$ cat config.mk
export PLATFORM = sky130hd
export DESIGN_NAME = seq_tail_light
export DESIGN_NICKNAME = d
export VERILOG_FILES = /design/src/rtl/tail_light_pkg.sv /design/src/rtl/tick_prescaler.sv /design/src/rtl/seq_tail_light.sv
export SDC_FILE = /design/constraint.sdc
export NUM_CORES = 1
export LEC_CHECK = 0
export CAP_MARGIN = 25
export CORE_AREA = 2 2 41 50
export DETAILED_ROUTE_END_ITERATION = 8
export DIE_AREA = 0 0 43 52
export PLACE_DENSITY = 0.75
export SYNTH_ARGS = -nofsm -noshare
export SYNTH_HDL_FRONTEND = slang
export SYNTH_SLANG_ARGS = --single-unit
export TNS_END_PERCENT = 1
$ cat constraint.sdc
create_clock -name clk -period 3.3 [get_ports clk]
set_input_delay 0.66 -clock clk [delete_from_list [all_inputs] [get_ports clk]]
set_output_delay 0.66 -clock clk [all_outputs]
set_load 0.01 [all_outputs]
$ cat src/rtl/tail_light_pkg.sv
// Shared types and helpers for the sequential tail-light controller.
package tail_light_pkg;

  typedef enum logic [1:0] {MODE_OFF, MODE_LEFT, MODE_RIGHT, MODE_HAZ} tl_mode_t;

  localparam int TL_MAX_LAMPS = 32;

  // Low k bits set, clipped to n; callers map bit 0 to the innermost lamp.
  function automatic logic [TL_MAX_LAMPS-1:0] therm(input int k, input int n);
    logic [TL_MAX_LAMPS-1:0] t;
    t = '0;
    for (int i = 0; i < TL_MAX_LAMPS; i++) begin
      if (i < k && i < n) t[i] = 1'b1;
    end
    return t;
  endfunction

endpackage

$ cat src/rtl/tick_prescaler.sv
// Animation-step prescaler: tick every TICK_DIV cycles, restarted by clr.
module tick_prescaler #(
  parameter int TICK_DIV = 1
) (
  input  logic clk,
  input  logic rst_n,
  input  logic clr,
  output logic tick
);

  localparam int PCNT_W = (TICK_DIV > 1) ? $clog2(TICK_DIV) : 1;
  localparam logic [PCNT_W-1:0] PCNT_TERM = PCNT_W'(TICK_DIV - 1);

  logic [PCNT_W-1:0] pcnt_q;
  logic [PCNT_W-1:0] pcnt_d;

  assign tick = (pcnt_q == PCNT_TERM);

  always_comb begin
    pcnt_d = pcnt_q + PCNT_W'(1);
    if (clr || tick) pcnt_d = '0;
  end

  always_ff @(posedge clk or negedge rst_n) begin
    if (!rst_n) pcnt_q <= '0;
    else        pcnt_q <= pcnt_d;
  end

endmodule

$ cat src/rtl/seq_tail_light.sv
// Tail-light controller: turn sweeps, hazard breathing and brake, with
// registered lamp outputs decoded from the next state.
module seq_tail_light
  import tail_light_pkg::*;
#(
  parameter int N_LAMPS    = 3,
  parameter int TICK_DIV   = 1,
  parameter int HOLD_STEPS = 0
) (
  input  logic               clk,
  input  logic               rst_n,
  input  logic               lt,
  input  logic               rt,
  input  logic               haz,
  input  logic               brake,
  output logic [N_LAMPS-1:0] li,
  output logic [N_LAMPS-1:0] ri
);

  localparam int TURN_SPAN = N_LAMPS + HOLD_STEPS + 1;
  localparam int HAZ_SPAN  = 2 * N_LAMPS;
  localparam int STEP_SPAN = (TURN_SPAN > HAZ_SPAN) ? TURN_SPAN : HAZ_SPAN;
  localparam int STEP_W    = (STEP_SPAN > 2) ? $clog2(STEP_SPAN) : 1;
  localparam logic [STEP_W-1:0] TURN_TERM = STEP_W'(TURN_SPAN - 1);
  localparam logic [STEP_W-1:0] HAZ_TERM  = STEP_W'(HAZ_SPAN - 1);

  tl_mode_t            mode_q, mode_d, mode_req;
  logic [STEP_W-1:0]   step_q, step_d;
  logic [N_LAMPS-1:0]  li_q, li_d, ri_q, ri_d;
  logic                mode_chg;
  logic                tick;
  int                  s;
  int                  k;
  logic [N_LAMPS-1:0]  side_ri, side_li, ones;

  always_comb begin
    mode_req = MODE_OFF;
    if (haz || (lt && rt)) mode_req = MODE_HAZ;
    else if (lt)           mode_req = MODE_LEFT;
    else if (rt)           mode_req = MODE_RIGHT;
  end

  assign mode_chg = (mode_req != mode_q);

  tick_prescaler #(.TICK_DIV(TICK_DIV)) u_presc (
    .clk   (clk),
    .rst_n (rst_n),
    .clr   (mode_chg),
    .tick  (tick)
  );

  // A mode change restarts the animation and outranks a pending tick.
  always_comb begin
    mode_d = mode_q;
    step_d = step_q;
    if (mode_chg) begin
      mode_d = mode_req;
      step_d = '0;
    end else if (tick) begin
      case (mode_q)
        MODE_LEFT, MODE_RIGHT: step_d = (step_q == TURN_TERM) ? '0 : step_q + STEP_W'(1);
        MODE_HAZ:              step_d = (step_q == HAZ_TERM)  ? '0 : step_q + STEP_W'(1);
        default:               step_d = '0;
      endcase
    end
  end

  // Outputs are decoded from the next state so they register with it.
  always_comb begin
    s = int'(step_d);
    k = 0;
    case (mode_d)
      MODE_LEFT, MODE_RIGHT: k = (s < N_LAMPS) ? s : N_LAMPS;
      MODE_HAZ:              k = (s <= N_LAMPS) ? s : (2 * N_LAMPS - s);
      default:               k = 0;
    endcase
    side_ri = N_LAMPS'(therm(k, N_LAMPS));
    for (int i = 0; i < N_LAMPS; i++) side_li[i] = side_ri[N_LAMPS-1-i];
    ones = '1;
    li_d = brake ? ones : '0;
    ri_d = brake ? ones : '0;
    case (mode_d)
      MODE_LEFT:  li_d = side_li;
      MODE_RIGHT: ri_d = side_ri;
      MODE_HAZ: begin
        li_d = side_li;
        ri_d = side_ri;
      end
      default: ;
    endcase
  end

  always_ff @(posedge clk or negedge rst_n) begin
    if (!rst_n) begin
      mode_q <= MODE_OFF;
      step_q <= '0;
      li_q   <= '0;
      ri_q   <= '0;
    end else begin
      mode_q <= mode_d;
      step_q <= step_d;
      li_q   <= li_d;
      ri_q   <= ri_d;
    end
  end

  assign li = li_q;
  assign ri = ri_q;

endmodule
==> out/results.env, run 1 <==
REG2REG_TO='li[2]'
STARTING_DENSITY_OF_THE_CORE_PCT=49.79
ENDPOINTS_FAILING_SETUP=0
VIAS=711
DETAIL_ROUTE.DRC_VIOLATIONS=0
FINALINSTANCEAREA_UM2=1079
ROUTE.DETAILED.VIAS_PER_INST=5.643
NUMBER_OF_HOLD_VIOLATIONS_IN_THE_FINAL_REPORT=0
SYNTH.DISTINCT_CELLS=31
CLK_ROOT_BUFFER_CELL='clkbuf_4'
RSZ0062_AT_GRT='no'
GRT_PASS1_VIAS=778
WORST-SETUP-PATH-TYPE='reg2reg'
CRIT_PATH_TOP_DELAY_CELL='a311oi_1'
TIMING.CRITICAL_PATH.SLOWEST_CELL_DELAY_NS=0.45
DIE_W_UM=43
MAX_FREQ_GHz=0.3228
PORT-BUFFER-COUNT=11
N_ANTENNA_CELL=0
FIN_NETS=124
PLACE.DETAILED.HPWL_UM=1411
P_PER_AREA_nW_PER_UM2=349.1
SYN_AREA_UM2=889.6
POSTSYNTHCELLCOUNT=89
FINAL_CRITICAL_PATH_SETUP_SLACK_NS=0.2022
DETAIL_ROUTE.FIRST_PASS.ITERATIONS=4
SYN_AREA_PER_CELL_UM2=9.996
VDD.IR_DROP.WORST_uV=268.0
SETUP-TNS-FINAL_NS=0
ANTENNA_VIOLATIONS_BEFORE_REPAIR=0
STARTPOINT_TYPE='register'
POST_ROUTE_CELLS_DRIVE_ABOVE_1_SHARE_PCT=16.82
HOLD_SLACK_NS=0.7266
CTS_TREE='built'
CTS_RESIZED=0
TOTAL_POWER_uW=376.5
SLEW-LIMIT-HEADROOM_PCT=64.02
POWER.LEAKAGE_nW=0.4682
GRT_FIRST_PASS_WIRELENGTH_UM=3187
GLOBALROUTETOTALUTIL_PCT=19.00
GP_CONGESTION=0.8225
WL_UM=1722
HTREE_NUM_LEVELS=1
WORST_EP_REQUIRED_TIME_NS=3.46
SYNTH_SEQ_AREA_SHARE_PCT=33.76
TIMING.CRITICAL_PATH.TO_TYPE='register'
MAPPEDNETLISTNETS=105
GRT_START_MAX_NET_PINS=13
OUTCOME='completed'
CORE.ROWCOUNT=17
SYNTH_ENABLE_FLOP_CELLS=0
YS_SEQ_ELEMENTS=12
TIMING.CLOCK.SKEW_NS=0.005312
CLK_PIN_SLEW_NS=0.08
CTS_MADE_BUFFERS=3
GRT.OVERFLOW.TOTAL=0
ROUTED_WIRE_LENGTH_PER_INSTANCE_UM=13.67
CTS.PATH.MAX_BUFFERS=2
ANTENNA_VIOLATING_NETS_LEFT=0
CRITICAL_PATH_ARRIVAL_NS=3.26
CP_CELL_SEQUENCE='ha_1 -> ha_1 -> nand2b_1 -> a311oi_1 -> nor2b_1 -> ha_1 -> nand2b_1 -> a2111oi_0 -> a221o_1 -> nand2b_1 -> a211oi_2 -> o21ai_1'
DRT_FIRST_ITER_VIOLATIONS=11
CRITPATHMAXFANOUT=4
CLOCK_LATENCY_NS=0.28
REG2REG_SLACK_NS=0.20
CTS.SINK_COUNT=12
FINALCRITPERIODSHARE_PCT=93.87
CTS_HOLD_BUF=0
SYNTH_TOP_FLOP_CELL='dfrtp_1'
MIN-DELAY-PATH-CLASS='in2async'
SYNTHTOLAYOUTAREAGROWTH_PCT=21.24
DRV_SLEW=0
TIMING_WORST_SLEW_PIN_VALUE_NS=0.5380
DIE_AREA_UM2=2236
WORST_R2R_STARTPOINT='step_q[1]'
CORE_AREA_UM2=1787
ASYNC_FLOP_SHARE_PCT=100.0
IO_PINS=12
POST-ROUTE-MIN-PERIOD_NS=3.098
CHIPHEIGHT_UM=52
CTS_SETUP_BUFFERS=0
R2R.WORST_PATH.CELLS=12
COUNT_OF_YOSYS_WARNINGS_DURING_SYNTHESIS=0
DP_AREA_UM2=1042
DP_WORST_SETUP_SLACK_NS=0.03361
MAX_CAP_VIOL_COUNT=0
synth_stat cells, types with 2 or more instances:
library cell | number | area share (%)
dfrtp_1 | 12 | 34
a211oi_2 | 2 | 2.8
a21oi_1 | 6 | 3.4
o21ai_1 | 6 | 3.4
ha_1 | 10 | 14
nor2_1 | 7 | 3.0
a2111oi_4 | 2 | 6.2
a221o_1 | 2 | 2.3
inv_1 | 9 | 3.8
nand2_1 | 6 | 2.5
o21ai_0 | 3 | 1.7
nor2b_1 | 3 | 2.1
nand2b_1 | 3 | 2.1
cell type report:
class	count	area [um2]
multi-input combinational	67	544.3
clock buffer	4	36.28
timing repair buffer	15	140.1
fill	170	708.2
sequential	12	300.3
tap	19	23.77
inverter	9	33.78
cell families (layout without fill, tap and decap cells):
logic type                 after synthesis  count (layout)  synth area share [%]
AOI/OAI and AO/OA                       30              30                 29.82
xor gates and xnor gates                 1               1                0.9847
adders and majority gates               10              10                 14.06
buffers and inverters                   10              28                 5.063
DFF                                     12              12                 33.76
other                                    1               1                0.4215
and+or+nand+nor                         25              25                 15.89
worst max-delay path: cells and delay by family (launching register included):
family	cells	cell delay, ns
flip-flops	1	0.41
adder cells (fa/ha/maj)	3	0.57
AND/OR/NAND/NOR	4	0.61
AO/OA/AOI/OAI	5	1.39
sequential cells by signal (all words and copies together), names as in the netlist:
name,count
u_presc.pcnt_q,1
mode_q,2
li,3
ri,3
step_q,3
where the power goes:
part	switching [mW]	internal [mW]
logic	0.0488	0.0470
clock network	0.0507	0.0672
registers	0.00613	0.157
total	0.106	0.271
per-stage QoR:
stage | cells | util, %
6_report | 126 | 60.36
3_3_place_gp | 122 | 58.33
2_1_floorplan | 89 | -
3_5_place_dp | 122 | 58.33
5_1_grt | 126 | 60.36
4_1_cts | 126 | 60.36
worst max path at each step:
stage                          from  endpoint
after floorplan           step_q[0]     li[2]
after global placement           rt     li[2]
after detailed placement         rt     li[2]
after CTS                 step_q[1]     li[2]
after global routing      step_q[1]     li[2]
final                     step_q[1]     li[2]
per-layer routing:
| metal | share of wire [%] | global-route usage (%) | vias to the layer above |
|---|---|---|---|
| li1 | - | - | 362 |
| met1 | 42 | 22.10 | 337 |
| met2 | 53 | 33.59 | 8 |
| met3 | 1.8 | 1.042 | 4 |
| met4 | 2.8 | 12.12 | 0 |
| met5 | 0 | 0 | - |
cells in the final DEF (no fill, tap or decap), drive strengths merged:
cell           count
nand2              6
a221oi             1
nor3               1
a221o              2
clkbuf             4
conb               1
nor2               7
and3               1
nand2b             3
ha                10
nor4bb             2
nor2b              3
a211oi             3
a21oi              6
o21ai              9
or3                2
clkdlybuf4s50     11
dfrtp             12
a311oi             1
o21ba              1
a2111oi            3
xnor2              1
a21bo              1
buf                4
a21boi             1
inv                9
o211ai             1
o32a               1
Note: power is estimated with default switching activity, not from simulation.
==> run 2, diff against run 1 <==
Settings changed: GPL_TIMING_DRIVEN set to 0.
==> run 2 against run 1 <==
- core utilization is 0.70 points lower
- global-route usage fell by 1.9 points
- fmax grew 1.4%
- clock power down 29%
- wire length is 3.6% lower
- die area did not move
- sequential cell count is the same
- clock skew up 0.00096 ns
- clock-buffer cell count is 1 lower
==> out/results.env, run 2 (synthesis results as in run 1) <==
CP_CELL_SEQUENCE='clkdlybuf4s50_1 -> nor4bb_2 -> a21oi_1 -> o32a_2 -> nor2_2 -> ha_1 -> nand2b_1 -> a2111oi_1 -> a221o_1 -> nand2b_1 -> a211oi_2 -> o21ai_1'
STARTING_DENSITY_OF_THE_CORE_PCT=49.79
CTS_SETUP_BUFFERS=0
NET-SWITCHING-POWER_uW=97.88
GLOBALROUTETOTALUTIL_PCT=17.13
PLACE.DETAILED.HPWL_UM=1356
GRT_START_MAX_NET_PINS=13
TIMING_WORST_SLEW_PIN_VALUE_NS=0.5176
POWER_INTERNAL_uW=244.7
DETAIL_ROUTE.DRC_VIOLATIONS=0
P_PER_AREA_nW_PER_UM2=321.3
PORT-BUFFER-COUNT=11
CTS_HOLD_BUF=0
CLOCKPOWERSHARE_PCT=24.5
IO_PINS=12
DIE_W_UM=43
SETUP-TNS-FINAL_NS=0
DRT_FIRST_ITER_VIOLATIONS=9
MAX_CAP_VIOL_COUNT=0
MIN-DELAY-PATH-CLASS='reg2reg'
STARTPOINT_TYPE='input pin'
CRITPATHMAXFANOUT=7
NUMBER_OF_HOLD_VIOLATIONS_IN_THE_FINAL_REPORT=0
CRIT_BUF_INV=1
OUTCOME='completed'
CRIT_PATH_TOP_DELAY_CELL='clkdlybuf4s50_1'
WORST_EP_REQUIRED_TIME_NS=3.45
CTS.SINK_COUNT=12
CRITICAL_PATH_ARRIVAL_NS=3.21
HTREE_NUM_LEVELS=1
TOTAL_POWER_uW=342.6
CTS.PATH.MAX_BUFFERS=2
DIE_AREA_UM2=2236
SW_FRAC_OF_TOTAL_PCT=28.57
CHIPHEIGHT_UM=52
TIMING.CLOCK.SKEW_NS=0.006274
GP_CONGESTION=0.7721
WHS_ENDPOINT='step_q[2]'
GRT_FIRST_PASS_WIRELENGTH_UM=2877
DRV_SLEW=0
DETAIL_ROUTE.FIRST_PASS.ITERATIONS=4
FINAL_CELLS=122
FINAL_CRITICAL_PATH_SETUP_SLACK_NS=0.2436
CLK_ROOT_BUFFER_CELL='clkbuf_4'
CORE.ROWCOUNT=17
SYNTHTOLAYOUTAREAGROWTH_PCT=19.83
FILLERINSTANCES=161
VDD.IR_DROP.WORST_uV=296.9
WL_UM=1660
GRT.OVERFLOW.TOTAL=0
WORST_R2R_STARTPOINT='step_q[0]'
SEQUENTIALPOWERSHARE_PCT=47.8
CLK_PIN_SLEW_NS=0.07
DP_WORST_SETUP_SLACK_NS=-0.1704
ROUTED_WIRE_LENGTH_PER_INSTANCE_UM=13.61
FINALCRITPERIODSHARE_PCT=92.62
REG2REG_SLACK_NS=0.28
ENDPOINTS_FAILING_SETUP=0
HOLD-PATH-CELL-COUNT=3
LAYOUT.CELLS.MOST_COMMON='dfrtp_1'
CORE_AREA_UM2=1787
MAX_FREQ_GHz=0.3272
POST_ROUTE_CELLS_DRIVE_ABOVE_1_SHARE_PCT=18.45
R2R.WORST_PATH.CELLS=12
LAYOUT_COMMON_CELLS='dfrtp_1 (12), clkdlybuf4s50_1 (11), ha_1 (10)'
VIAS=688
POST-ROUTE-MIN-PERIOD_NS=3.056
POWER.LEAKAGE_nW=0.4495
PATH_COMMON_CELL='nand2b_1'
ROUTE.DETAILED.VIAS_PER_INST=5.639
HOLD_SLACK_NS=0.7066
CTS_RESIZED=0
CTS_TREE='built'
ANTENNA_VIOLATIONS_BEFORE_REPAIR=0
FAMILY_WITH_THE_MOST_DELAY_ON_THE_WORST_PATH='compound AO/OA/AOI/OAI gates'
CRIT_CELLS=12
DPL.CELL_COUNT=119
REG2REG_TO='li[2]'
GRT_PASS1_VIAS=710
TIMING.CRITICAL_PATH.SLOWEST_CELL_DELAY_NS=0.48
TIMING.CRITICAL_PATH.TO_TYPE='register'
ANTENNA_VIOLATING_NETS_LEFT=0
CTS_MADE_BUFFERS=3
POWER_FRAC_COMB_PCT=27.7
FIN_NETS=121
CLOCK_LATENCY_NS=0.27
N_ANTENNA_CELL=0
WORST-SETUP-PATH-TYPE='in2reg'
MIN_FROM='u_presc.pcnt_q'
SLEW-LIMIT-HEADROOM_PCT=65.39
## run 2: cell types whose count changed in the layout (fill, tap and decap cells not counted), sizes merged
cell,change
clkbuf,-1
buf,-3
## run 2: cell type report
cell class / instances / area [um2] / share of cell area [%]
plain buffers: 1 / 11.26 / 1.056
multi-input cells: 67 / 564.3 / 52.93
well taps: 19 / 23.77 / 2.230
flip-flops and latches: 12 / 300.3 / 28.17
repair buffers: 11 / 110.1 / 10.33
inverters: 9 / 33.78 / 3.169
clock buffers: 3 / 22.52 / 2.113
## run 2: worst register-to-register path: cells and delay by family (launching register included)
kind,cells,cell delay (ns)
fa+ha+maj,3,0.60
flops,1,0.46
compound gates,5,1.22
simple gates,4,0.63
## run 2: worst max-delay path by stage
| stage | slack (ns) | start | to |
|---|---|---|---|
| after floorplan | 0.52 | step_q[0] | li[2] |
| after global placement | -0.17 | rt | li[2] |
| after detailed placement | -0.17 | rt | li[2] |
| after CTS | 0.07 | step_q[0] | li[2] |
| after global routing | -0.01 | step_q[0] | li[1] |
| final | 0.24 | rt | li[2] |
## run 2: power groups by stage
stage / Clock [mW] / Combinational, mW / Sequential, mW
floorplan: 0 / 0.0537 / 0.168
global placement: 0 / 0.0890 / 0.166
detailed placement: 0 / 0.0908 / 0.166
CTS: 0.0887 / 0.0915 / 0.163
global route: 0.0927 / 0.106 / 0.165
finish: 0.0841 / 0.0948 / 0.164
## run 2: through the flow
| stage | utilization (%) | cell area (um2) |
|---|---|---|
| 2_1_floorplan | - | 889.6 |
| 3_3_place_gp | 57.28 | 1023 |
| 3_5_place_dp | 57.28 | 1023 |
| 4_1_cts | 58.54 | 1046 |
| 5_1_grt | 59.66 | 1066 |
| 6_report | 59.66 | 1066 |
## run 2: layer usage
layer  vias up  wire, um  track usage (%)
met3         2        36            3.472
met4         0        23            6.061
met2         9       904            31.57
met5         -         0                0
met1       327       696            19.34
li1        350         -                -
==> run 3, diff against run 2 <==
==> constraint.sdc (replaced) <==
create_clock -name clk -period 3.3 [get_ports clk]
set_input_delay 0.66 -clock clk [delete_from_list [all_inputs] [get_ports clk]]
set_output_delay 0.66 -clock clk [all_outputs]
set_load 0.02 [all_outputs]
==> results of run 3 <==
Same layout as run 2 (identical final DEF). Status: completed.
Among the figures that moved: total power 0.3426 mW -> 0.3476 mW; worst IR drop on VDD 296.9 uV -> 301.7 uV
